## config.mk

```make
export PLATFORM = sky130hd
export DESIGN_NAME = aes_bridge_mode_ctrl
export DESIGN_NICKNAME = d
export VERILOG_FILES = /design/src/rtl/aes_bridge_mode_ctrl.sv
export SDC_FILE = /design/constraint.sdc
export NUM_CORES = 1
export LEC_CHECK = 0
export ABC_AREA = 1
export CORE_MARGIN = 2
export CORE_UTILIZATION = 55
export DETAILED_ROUTE_END_ITERATION = 12
export GPL_TIMING_DRIVEN = 0
export PLACE_DENSITY = 0.78
export SYNTH_ARGS = -nofsm -noshare
export SYNTH_HDL_FRONTEND = slang
export SYNTH_SLANG_ARGS = --single-unit
```

## constraint.sdc

```tcl
create_clock -name clk -period 4.1 [get_ports clk]
set_input_delay 0.41 -clock clk [delete_from_list [all_inputs] [get_ports clk]]
set_output_delay 0.41 -clock clk [all_outputs]
set_load 0.02 [all_outputs]
```

## src/rtl/aes_bridge_mode_ctrl.sv

```systemverilog
// Mode controller for the AES UART bridge: owns the applied wm/ee/de, drains
// in-flight blocks before a mode switch, and generates the end-of-packet idle.
module aes_bridge_mode_ctrl #(
    parameter int IDLE_CYCLES   = 1000,
    parameter int DRAIN_TIMEOUT = 4096,
    parameter int SETTLE_CYCLES = 2,
    parameter int OUT_W         = 4
) (
    input  logic             clk,
    input  logic             rst,
    input  logic             req_valid_i,
    output logic             req_ready_o,
    input  logic [1:0]       req_wm_i,
    input  logic             req_ee_i,
    input  logic             req_de_i,
    input  logic             rx_beat_i,
    input  logic             blk_start_i,
    input  logic             blk_end_i,
    input  logic             err_clr_i,
    output logic [1:0]       wm_o,
    output logic             ee_o,
    output logic             de_o,
    output logic             idle_o,
    output logic             gate_in_o,
    output logic             busy_o,
    output logic [OUT_W-1:0] outstanding_o,
    output logic [1:0]       err_o
);

    localparam int DW = $clog2(DRAIN_TIMEOUT + 1);
    localparam logic [15:0]      IDLE_MAX  = 16'(IDLE_CYCLES);
    localparam logic [DW-1:0]    DRAIN_END = DW'(DRAIN_TIMEOUT - 1);
    localparam logic [3:0]       SETTLE_END = 4'(SETTLE_CYCLES - 1);
    localparam logic [OUT_W-1:0] OUT_MAX   = {OUT_W{1'b1}};

    typedef enum logic [1:0] {RUN, DRAIN, SETTLE} state_t;

    state_t           state_q, state_d;
    logic [1:0]       wm_q, wm_d, pendWm_q, pendWm_d;
    logic             ee_q, ee_d, de_q, de_d;
    logic             pendEe_q, pendEe_d, pendDe_q, pendDe_d;
    logic [DW-1:0]    drainCnt_q, drainCnt_d;
    logic [3:0]       settleCnt_q, settleCnt_d;
    logic [3:0]       partial_q, partial_d;
    logic [OUT_W-1:0] outstanding_q, outstanding_d;
    logic [15:0]      timer_q, timer_d;
    logic [1:0]       err_q, err_d;
    logic             gate_q, gate_d, busy_q, busy_d, ready_q, ready_d;
    logic             applyNow, timeoutNow, cntErr, exitCond;

    assign exitCond = (partial_q == 4'd0) && (outstanding_q == '0) && !blk_start_i && !blk_end_i;

    always_comb begin
        state_d       = state_q;
        wm_d          = wm_q;
        ee_d          = ee_q;
        de_d          = de_q;
        pendWm_d      = pendWm_q;
        pendEe_d      = pendEe_q;
        pendDe_d      = pendDe_q;
        drainCnt_d    = drainCnt_q;
        settleCnt_d   = settleCnt_q;
        applyNow      = 1'b0;
        timeoutNow    = 1'b0;
        cntErr        = 1'b0;
        outstanding_d = outstanding_q;
        partial_d     = partial_q;
        timer_d       = timer_q;

        case (state_q)
            RUN: begin
                if (req_valid_i && ({req_wm_i, req_ee_i, req_de_i} != {wm_q, ee_q, de_q})) begin
                    pendWm_d   = req_wm_i;
                    pendEe_d   = req_ee_i;
                    pendDe_d   = req_de_i;
                    drainCnt_d = '0;
                    state_d    = DRAIN;
                end
            end
            DRAIN: begin
                if (exitCond) begin
                    applyNow = 1'b1;
                end else if (drainCnt_q == DRAIN_END) begin
                    applyNow   = 1'b1;
                    timeoutNow = 1'b1;
                end else begin
                    drainCnt_d = drainCnt_q + 1'b1;
                end
            end
            SETTLE: begin
                if (settleCnt_q == SETTLE_END) begin
                    state_d = RUN;
                end else begin
                    settleCnt_d = settleCnt_q + 1'b1;
                end
            end
            default: state_d = RUN;
        endcase

        if (applyNow) begin
            wm_d        = pendWm_q;
            ee_d        = pendEe_q;
            de_d        = pendDe_q;
            settleCnt_d = 4'd0;
            state_d     = SETTLE;
        end

        // Simultaneous start and end leave the count alone; lone pulses saturate at the rails.
        if (blk_start_i && !blk_end_i) begin
            if (outstanding_q == OUT_MAX) cntErr = 1'b1;
            else outstanding_d = outstanding_q + 1'b1;
        end else if (blk_end_i && !blk_start_i) begin
            if (outstanding_q == '0) cntErr = 1'b1;
            else outstanding_d = outstanding_q - 1'b1;
        end
        if (timeoutNow) outstanding_d = '0;

        if (applyNow || wm_q != 2'b01 || blk_start_i) partial_d = 4'd0;
        else if (rx_beat_i) partial_d = partial_q + 4'd1;

        if (rx_beat_i || applyNow) timer_d = 16'd0;
        else if (timer_q != IDLE_MAX) timer_d = timer_q + 16'd1;

        err_d  = (err_clr_i ? 2'b00 : err_q) | {cntErr, timeoutNow};
        gate_d  = (state_d != RUN);
        busy_d  = (state_d != RUN);
        ready_d = (state_d == RUN);
    end

    always_ff @(posedge clk) begin
        if (rst) begin
            state_q       <= RUN;
            wm_q          <= 2'b00;
            ee_q          <= 1'b0;
            de_q          <= 1'b0;
            pendWm_q      <= 2'b00;
            pendEe_q      <= 1'b0;
            pendDe_q      <= 1'b0;
            drainCnt_q    <= '0;
            settleCnt_q   <= 4'd0;
            partial_q     <= 4'd0;
            outstanding_q <= '0;
            timer_q       <= 16'd0;
            err_q         <= 2'b00;
            gate_q        <= 1'b0;
            busy_q        <= 1'b0;
            ready_q       <= 1'b1;
        end else begin
            state_q       <= state_d;
            wm_q          <= wm_d;
            ee_q          <= ee_d;
            de_q          <= de_d;
            pendWm_q      <= pendWm_d;
            pendEe_q      <= pendEe_d;
            pendDe_q      <= pendDe_d;
            drainCnt_q    <= drainCnt_d;
            settleCnt_q   <= settleCnt_d;
            partial_q     <= partial_d;
            outstanding_q <= outstanding_d;
            timer_q       <= timer_d;
            err_q         <= err_d;
            gate_q        <= gate_d;
            busy_q        <= busy_d;
            ready_q       <= ready_d;
        end
    end

    // A pending partial block in mode 01 must be flushed, so DRAIN forces idle.
    assign idle_o = (timer_q == IDLE_MAX) ||
                    (state_q == DRAIN && wm_q == 2'b01 && partial_q != 4'd0);

    assign wm_o          = wm_q;
    assign ee_o          = ee_q;
    assign de_o          = de_q;
    assign gate_in_o     = gate_q;
    assign busy_o        = busy_q;
    assign req_ready_o   = ready_q;
    assign outstanding_o = outstanding_q;
    assign err_o         = err_q;

endmodule

```

==> reports/metrics.yaml, run 1 <==
place:
  gp_congestion: 0.881
  numPortBuffers: 23
  detailed_placement_wirelength_estimate_um: 4420
power_and_ir_drop:
  power.total_mw: 1.11
  vdd_ir_drop_max_mv: 0.326
  power_density_nw_per_um2: 329
  power_leakage_nw: 1.25
min_path:
  holdCritPathClass: "flop to flop"
  worst_hold_path.endpoint: "err_o[0]"
  hold_path_depth: 2
  timing.hold.worst.start: "err_o[0]"
cts:
  clock_tree.root_cell: "sky130_fd_sc_hd__clkbuf_8"
  post_cts_hold_buffer_count: 0
  setup_repair_bufs_after_cts: 0
  postCtsResizedCells: 0
  bufs_on_longest_clock_path: 2
  cts.sink_count: 55
  clock_latency_ns: 0.30
  cts.reportedPaths.clkPinSlew_ns: 0.10
  cts_tree: "done"
  cts-buffers-inserted: 5
  clock_tree.htree_level_count: 2
synth:
  ys.flop_type: "sky130_fd_sc_hd__dfxtp_1"
  synth.cell_area_um2: 2960
  yosys-top-cells-area: "sky130_fd_sc_hd__dfxtp_1 (37%), sky130_fd_sc_hd__nand2_1 (11%), sky130_fd_sc_hd__nor2_1 (7.1%)"
  yosysWarnings: 0
  mappedNetlistNets: 430
  synthDominantAreaCellType: "sky130_fd_sc_hd__dfxtp_1"
  synthCells: 409
  synthDominantCellAreaShare_pct: 37.2
  synth_enable_flop_cells: 0
  async_flop_share_pct: 0
  synth.ff_latch_count: 55
  synthDistinctLibCells: 29
  seq_area_frac_synth_pct: 37.2
  synth_area_per_cell_um2: 7.23
cells_and_area:
  syn2layout_area_growth_pct: 14.6
  layout_commonest_cell: "sky130_fd_sc_hd__nand2_1"
  num-nets-final: 460
  antenna-diode-count: 0
  ratio_of_cells_with_drive_above_1_in_the_final_layout_pct: 8.41
  most-common-layout-cells: "sky130_fd_sc_hd__nand2_1 (88), sky130_fd_sc_hd__nor2_1 (56), sky130_fd_sc_hd__dfxtp_1 (55)"
  layout.filler_cells: 503
flow_run:
  drv_cap: 0
global_routing:
  first_global_vias: 2449
  antenna_found_initial: 0
  grt_max_degree: 18
  grt_util_all_layers_pct: 20.6
  overflow: 0
  grt_first_pass_wirelength_um: 10200
sta:
  timing.slew.headroom_pct: 66.5
  post-route-period-util_pct: 61.6
  tightestPinTransition_ns: 0.501
  fmax_ghz: 0.396
  setup-tns-final_ns: 0
  finalHoldViolations: 0
  rsz0062_at_grt: "false"
  number_of_max_slew_violations_in_the_final_report: 0
  worst_case_clock_skew_ns: 0.00883
  fin_crit_ns: 2.52
  finalSetupViolCount: 0
worst_setup_path:
  r2r_cells: 13
  worst_ep_arrival_time_ns: 2.11
  critical_path_required_ns: 3.69
  r2r_setup_slack_ns: 2.09
  startpoint_type: "flop"
  critical_path.max_fanout: 5
  critical_path.reg2reg.endpoint: "timer_q[9]"
  worstSetupStartpoint: "timer_q[10]"
  critPathKind: "flop to output port"
  worstSetupEndpointType: "output port"
  worst_r2r_startpoint: "drainCnt_q[0]"
run_status:
  status: "completed"
route:
  dr_total_vias: 2541
  via_cell_ratio: 4.98
  remaining_antenna_violation_count_after_routing: 0
  drtIter0Drc: 67
  remaining_drc_errors: 0
  routedWlPerCell_um: 11.4
  drt_first_pass_iters: 4
  detail_route.wirelength_um: 5810
floorplanning:
  die_x_um: 77.3
  start_util_pct: 57.5
  design.core.area_um2: 5140
  placementRows: 26
  die_h_um: 77.3
  pin_count: 25
  die_area_um2: 5980
## synthesized netlist by cell type (3+ instances only)
cell                       instances
sky130_fd_sc_hd__xor2_1           20
sky130_fd_sc_hd__nand4_1           7
sky130_fd_sc_hd__a21oi_1          29
sky130_fd_sc_hd__buf_2             3
sky130_fd_sc_hd__ha_1              9
sky130_fd_sc_hd__nor2_1           56
sky130_fd_sc_hd__nand3_1          33
sky130_fd_sc_hd__nand2_2           3
sky130_fd_sc_hd__nand2_1          88
sky130_fd_sc_hd__xnor2_1           9
sky130_fd_sc_hd__o21ai_0           6
sky130_fd_sc_hd__dfxtp_1          55
sky130_fd_sc_hd__clkbuf_1          3
sky130_fd_sc_hd__nor2_4           11
sky130_fd_sc_hd__nor3_1            9
sky130_fd_sc_hd__or2_2             3
sky130_fd_sc_hd__inv_1            49
## per-stage QoR
step / hold slack [ns] / utilization [%] / std cells / setup WS, ns / cell area, µm²
floorplan: 0.431 / - / 409 / 2.35 / 2960
global placement: 0.445 / 63.7 / 502 / 1.85 / 3270
detailed placement: 0.456 / 63.7 / 502 / 1.85 / 3270
CTS: 0.474 / 65.9 / 510 / 1.57 / 3390
global route: 0.494 / 65.9 / 510 / 1.48 / 3390
finish: 0.468 / 65.9 / 510 / 1.58 / 3390
## report_power, final
| part | total (mW) | switching, mW | internal, mW |
|---|---|---|---|
| clock network | 0.357 | 0.175 | 0.182 |
| registers | 0.574 | 0.0204 | 0.554 |
| logic | 0.184 | 0.108 | 0.0759 |
| total | 1.11 | 0.303 | 0.812 |
## worst max-delay path by stage
stage | endpoint | cells after the start
2_1_floorplan | timer_q[5] | 13
3_3_place_gp | outstanding_o[3] | 11
3_5_place_dp | outstanding_o[3] | 11
4_1_cts | idle_o | 5
5_1_grt | idle_o | 5
6_report | idle_o | 5
## routing by layer
layer  GRT usage (%)  wire [µm]  vias up
li1                -          -     1338
met1            25.5       2860     1149
met2            35.5       2670       46
met3            3.41        189        8
met4            8.04         94        0
met5               0          0        -
## logic make-up (layout without fill, tap and decap cells)
group | count (synthesis) | in the layout | share of synthesized area [%]
buffers and inverters | 62 | 93 | 9.06
DFF | 55 | 55 | 37.2
adders and majority gates | 10 | 10 | 4.49
xor gates and xnor gates | 29 | 29 | 8.59
AOI/OAI and AO/OA | 36 | 36 | 6.22
and+or+nand+nor | 217 | 217 | 34.4
## sequential cells by signal, indices dropped and copies added (netlist names)
register       cells
drainCnt_q        13
timer_q           16
err_o              2
de_o               1
ee_o               1
pendWm_q           2
partial_q          4
pendEe_q           1
settleCnt_q        4
wm_o               2
state_q            2
req_ready_o        1
busy_o             1
outstanding_o      4
pendDe_q           1
## area by class of cell
class	count	area [µm²]	area share (%)
Multi-Input combinational cell	292	1590	46.9
Inverter	52	195	5.76
Buffer	10	72.6	2.14
Timing Repair Buffer	23	230	6.80
Clock buffer	5	68.8	2.03
Sequential cell	55	1100	32.5
Tap cell	70	87.6	2.59
Clock inverter	3	43.8	1.29
## critical path: stages, from the launching register on
cell and delay (ns):
sky130_fd_sc_hd__dfxtp_1 0.35, sky130_fd_sc_hd__or2_2 0.29, sky130_fd_sc_hd__nor3_1 0.24, sky130_fd_sc_hd__nand3_1 0.22
sky130_fd_sc_hd__nand2_1 0.10, sky130_fd_sc_hd__clkdlybuf4s50_1 0.60
(Power assumes the default switching activity.)
==> run 2: changes to the inputs <==
==> constraint.sdc (replaced) <==
create_clock -name clk -period 2.5 [get_ports clk]
set_input_delay 0.25 -clock clk [delete_from_list [all_inputs] [get_ports clk]]
set_output_delay 0.25 -clock clk [all_outputs]
set_load 0.02 [all_outputs]
==> results of run 2 <==
The final DEF is identical to that of run 1. Status: completed.
Among the figures that moved: setup slack after placement 1.85 ns -> 0.405 ns; setup slack after layout 1.58 ns -> 0.136 ns; hold slack 0.468 ns -> 0.370 ns; register-to-register setup slack 2.09 ns -> 0.49 ns; end point of the worst hold path err_o[0] -> drainCnt_q[7]; total power 1.11 mW -> 1.83 mW; worst IR drop on VDD 0.326 mV -> 0.535 mV
==> run 3: changes to the inputs <==
--- a/config.mk
+++ b/config.mk
@@ -10,7 +10,7 @@
 export CORE_UTILIZATION = 55
 export DETAILED_ROUTE_END_ITERATION = 12
 export GPL_TIMING_DRIVEN = 0
-export PLACE_DENSITY = 0.78
+export PLACE_DENSITY = 0.83
 export SYNTH_ARGS = -nofsm -noshare
 export SYNTH_HDL_FRONTEND = slang
 export SYNTH_SLANG_ARGS = --single-unit
==> constraint.sdc (replaced) <==
create_clock -name clk -period 2.6 [get_ports clk]
set_input_delay 0.26 -clock clk [delete_from_list [all_inputs] [get_ports clk]]
set_output_delay 0.26 -clock clk [all_outputs]
set_load 0.02 [all_outputs]
==> reports/metrics.yaml, run 3 (synthesis gave the netlist of run 1 again) <==
run_status:
  status: "completed"
global_routing:
  first_global_vias: 2326
  grt_util_all_layers_pct: 20.0
  overflow: 0
  grt_max_degree: 17
  grt_first_pass_wirelength_um: 9890
  antenna_found_initial: 0
place:
  numPortBuffers: 23
  numPlacedInstances: 502
  detailed_place.area_um2: 3270
  gp_congestion: 0.883
  detailed_placement_wirelength_estimate_um: 4270
worst_setup_path:
  critPathKind: "flop to output port"
  critical_path.max_fanout: 5
  critical-path-max-stage-delay_ns: 0.60
  critical_path_required_ns: 2.34
  worstSetupEndpointType: "output port"
  startpoint_type: "flop"
  worst_path_max_delay_cell: "sky130_fd_sc_hd__clkdlybuf4s50_1"
  critical_path.cell_chain: "or2_2, nor3_1, nand3_1, nand2_1, clkdlybuf4s50_1"
  worst_ep_arrival_time_ns: 2.13
route:
  dr_total_vias: 2549
  via_cell_ratio: 5.00
  detail_route.wirelength_um: 5760
  remaining_antenna_violation_count_after_routing: 0
  drtIter0Drc: 112
  remaining_drc_errors: 0
  drt_first_pass_iters: 4
  routedWlPerCell_um: 11.3
sta:
  finalHoldViolations: 0
  setup-tns-final_ns: 0
  timing.slew.headroom_pct: 65.8
  hold_slack_ns: 0.398
  number_of_max_slew_violations_in_the_final_report: 0
  rsz0062_at_grt: "false"
  fin_crit_ns: 2.39
  finalSetupViolCount: 0
  tightestPinTransition_ns: 0.513
  post-route-period-util_pct: 92.0
  worst_case_clock_skew_ns: 0.00875
  fmax_ghz: 0.418
power_and_ir_drop:
  vdd_ir_drop_max_mv: 0.418
  power_density_nw_per_um2: 524
  power_leakage_nw: 1.25
cells_and_area:
  regMostFlops: "timer_q"
  largest_reg_flops: 16
  post-route-cell-area_um2: 3390
  final_cells: 510
  most-common-layout-cells: "sky130_fd_sc_hd__nand2_1 (88), sky130_fd_sc_hd__nor2_1 (56), sky130_fd_sc_hd__dfxtp_1 (55)"
  largestRegisters: "timer_q x16, drainCnt_q x13"
  syn2layout_area_growth_pct: 14.7
  antenna-diode-count: 0
  num-nets-final: 460
  ratio_of_cells_with_drive_above_1_in_the_final_layout_pct: 8.41
  layout_commonest_cell: "sky130_fd_sc_hd__nand2_1"
  layout.filler_cells: 472
cts:
  clock_latency_ns: 0.30
  cts-buffers-inserted: 5
  clock_tree.htree_level_count: 2
  cts_tree: "done"
  cts.reportedPaths.clkPinSlew_ns: 0.10
  cts.sink_count: 55
  post_cts_hold_buffer_count: 0
  setup_repair_bufs_after_cts: 0
  postCtsResizedCells: 0
  clock_tree.root_cell: "sky130_fd_sc_hd__clkbuf_8"
  bufs_on_longest_clock_path: 2
flow_run:
  drv_cap: 0
floorplanning:
  placementRows: 26
  die_x_um: 77.3
  start_util_pct: 57.5
  die_h_um: 77.3
  design.core.area_um2: 5140
  pin_count: 25
  die_area_um2: 5980
min_path:
  holdCritPathClass: "input port to flop"
run 3: cell types whose count changed in the layout (fill, tap and decap cells not counted), sizes merged:
cell | previous run | this run
clkinv | 3 | 2
clkbuf | 8 | 9
run 3: power by group:
| part | leakage [nW] | internal, mW | switching [mW] | total, mW |
|---|---|---|---|---|
| sequential | 0.446 | 0.873 | 0.0307 | 0.904 |
| combinational | 0.743 | 0.121 | 0.172 | 0.293 |
| clock | 0.0612 | 0.312 | 0.271 | 0.583 |
| total | 1.25 | 1.31 | 0.474 | 1.78 |
run 3: worst paths after layout:
kind	startpoint	end	slack, ns	cells after the start
worst min register to register	err_o[0]	err_o[0]	0.47	2
worst max-delay path	timer_q[10]	idle_o	0.21	5
worst min-delay path	rst	drainCnt_q[8]	0.40	2
worst max register to register	drainCnt_q[0]	timer_q[15]	0.59	13
run 3: critical path: cells and delay by family, from the launching register on:
family	cells	cell delay, ns
and+or+nand+nor	4	0.88
DFF	1	0.35
buffers and inverters	1	0.60
run 3: stage by stage:
step	util (%)	setup slack (ns)	power, mW
after floorplan	-	0.850	1.12
after global placement	63.7	0.501	1.21
after detailed placement	63.7	0.407	1.22
after CTS	66.0	0.188	1.79
after global routing	66.0	0.0627	1.87
final	66.0	0.207	1.78
run 3: layer usage:
metal / up-vias / track usage (%) / part of all wire, %
li1: 1339 / - / -
met1: 1153 / 26.1 / 48
met2: 53 / 33.4 / 47
met3: 4 / 4.35 / 4.9
met4: 0 / 5.54 / 0.61
met5: - / 0 / 0
run 3: area by class of cell:
class                      instances  area, µm²  area share (%)
buffer                            10       72.6            2.14
clock buffer                       6       82.6            2.43
clock inverter                     2       35.0            1.03
inverter                          52        195            5.75
multi-input combinational        292       1590            46.8
sequential                        55       1100            32.5
tap                               70       87.6            2.58
timing repair buffer              23        230            6.79
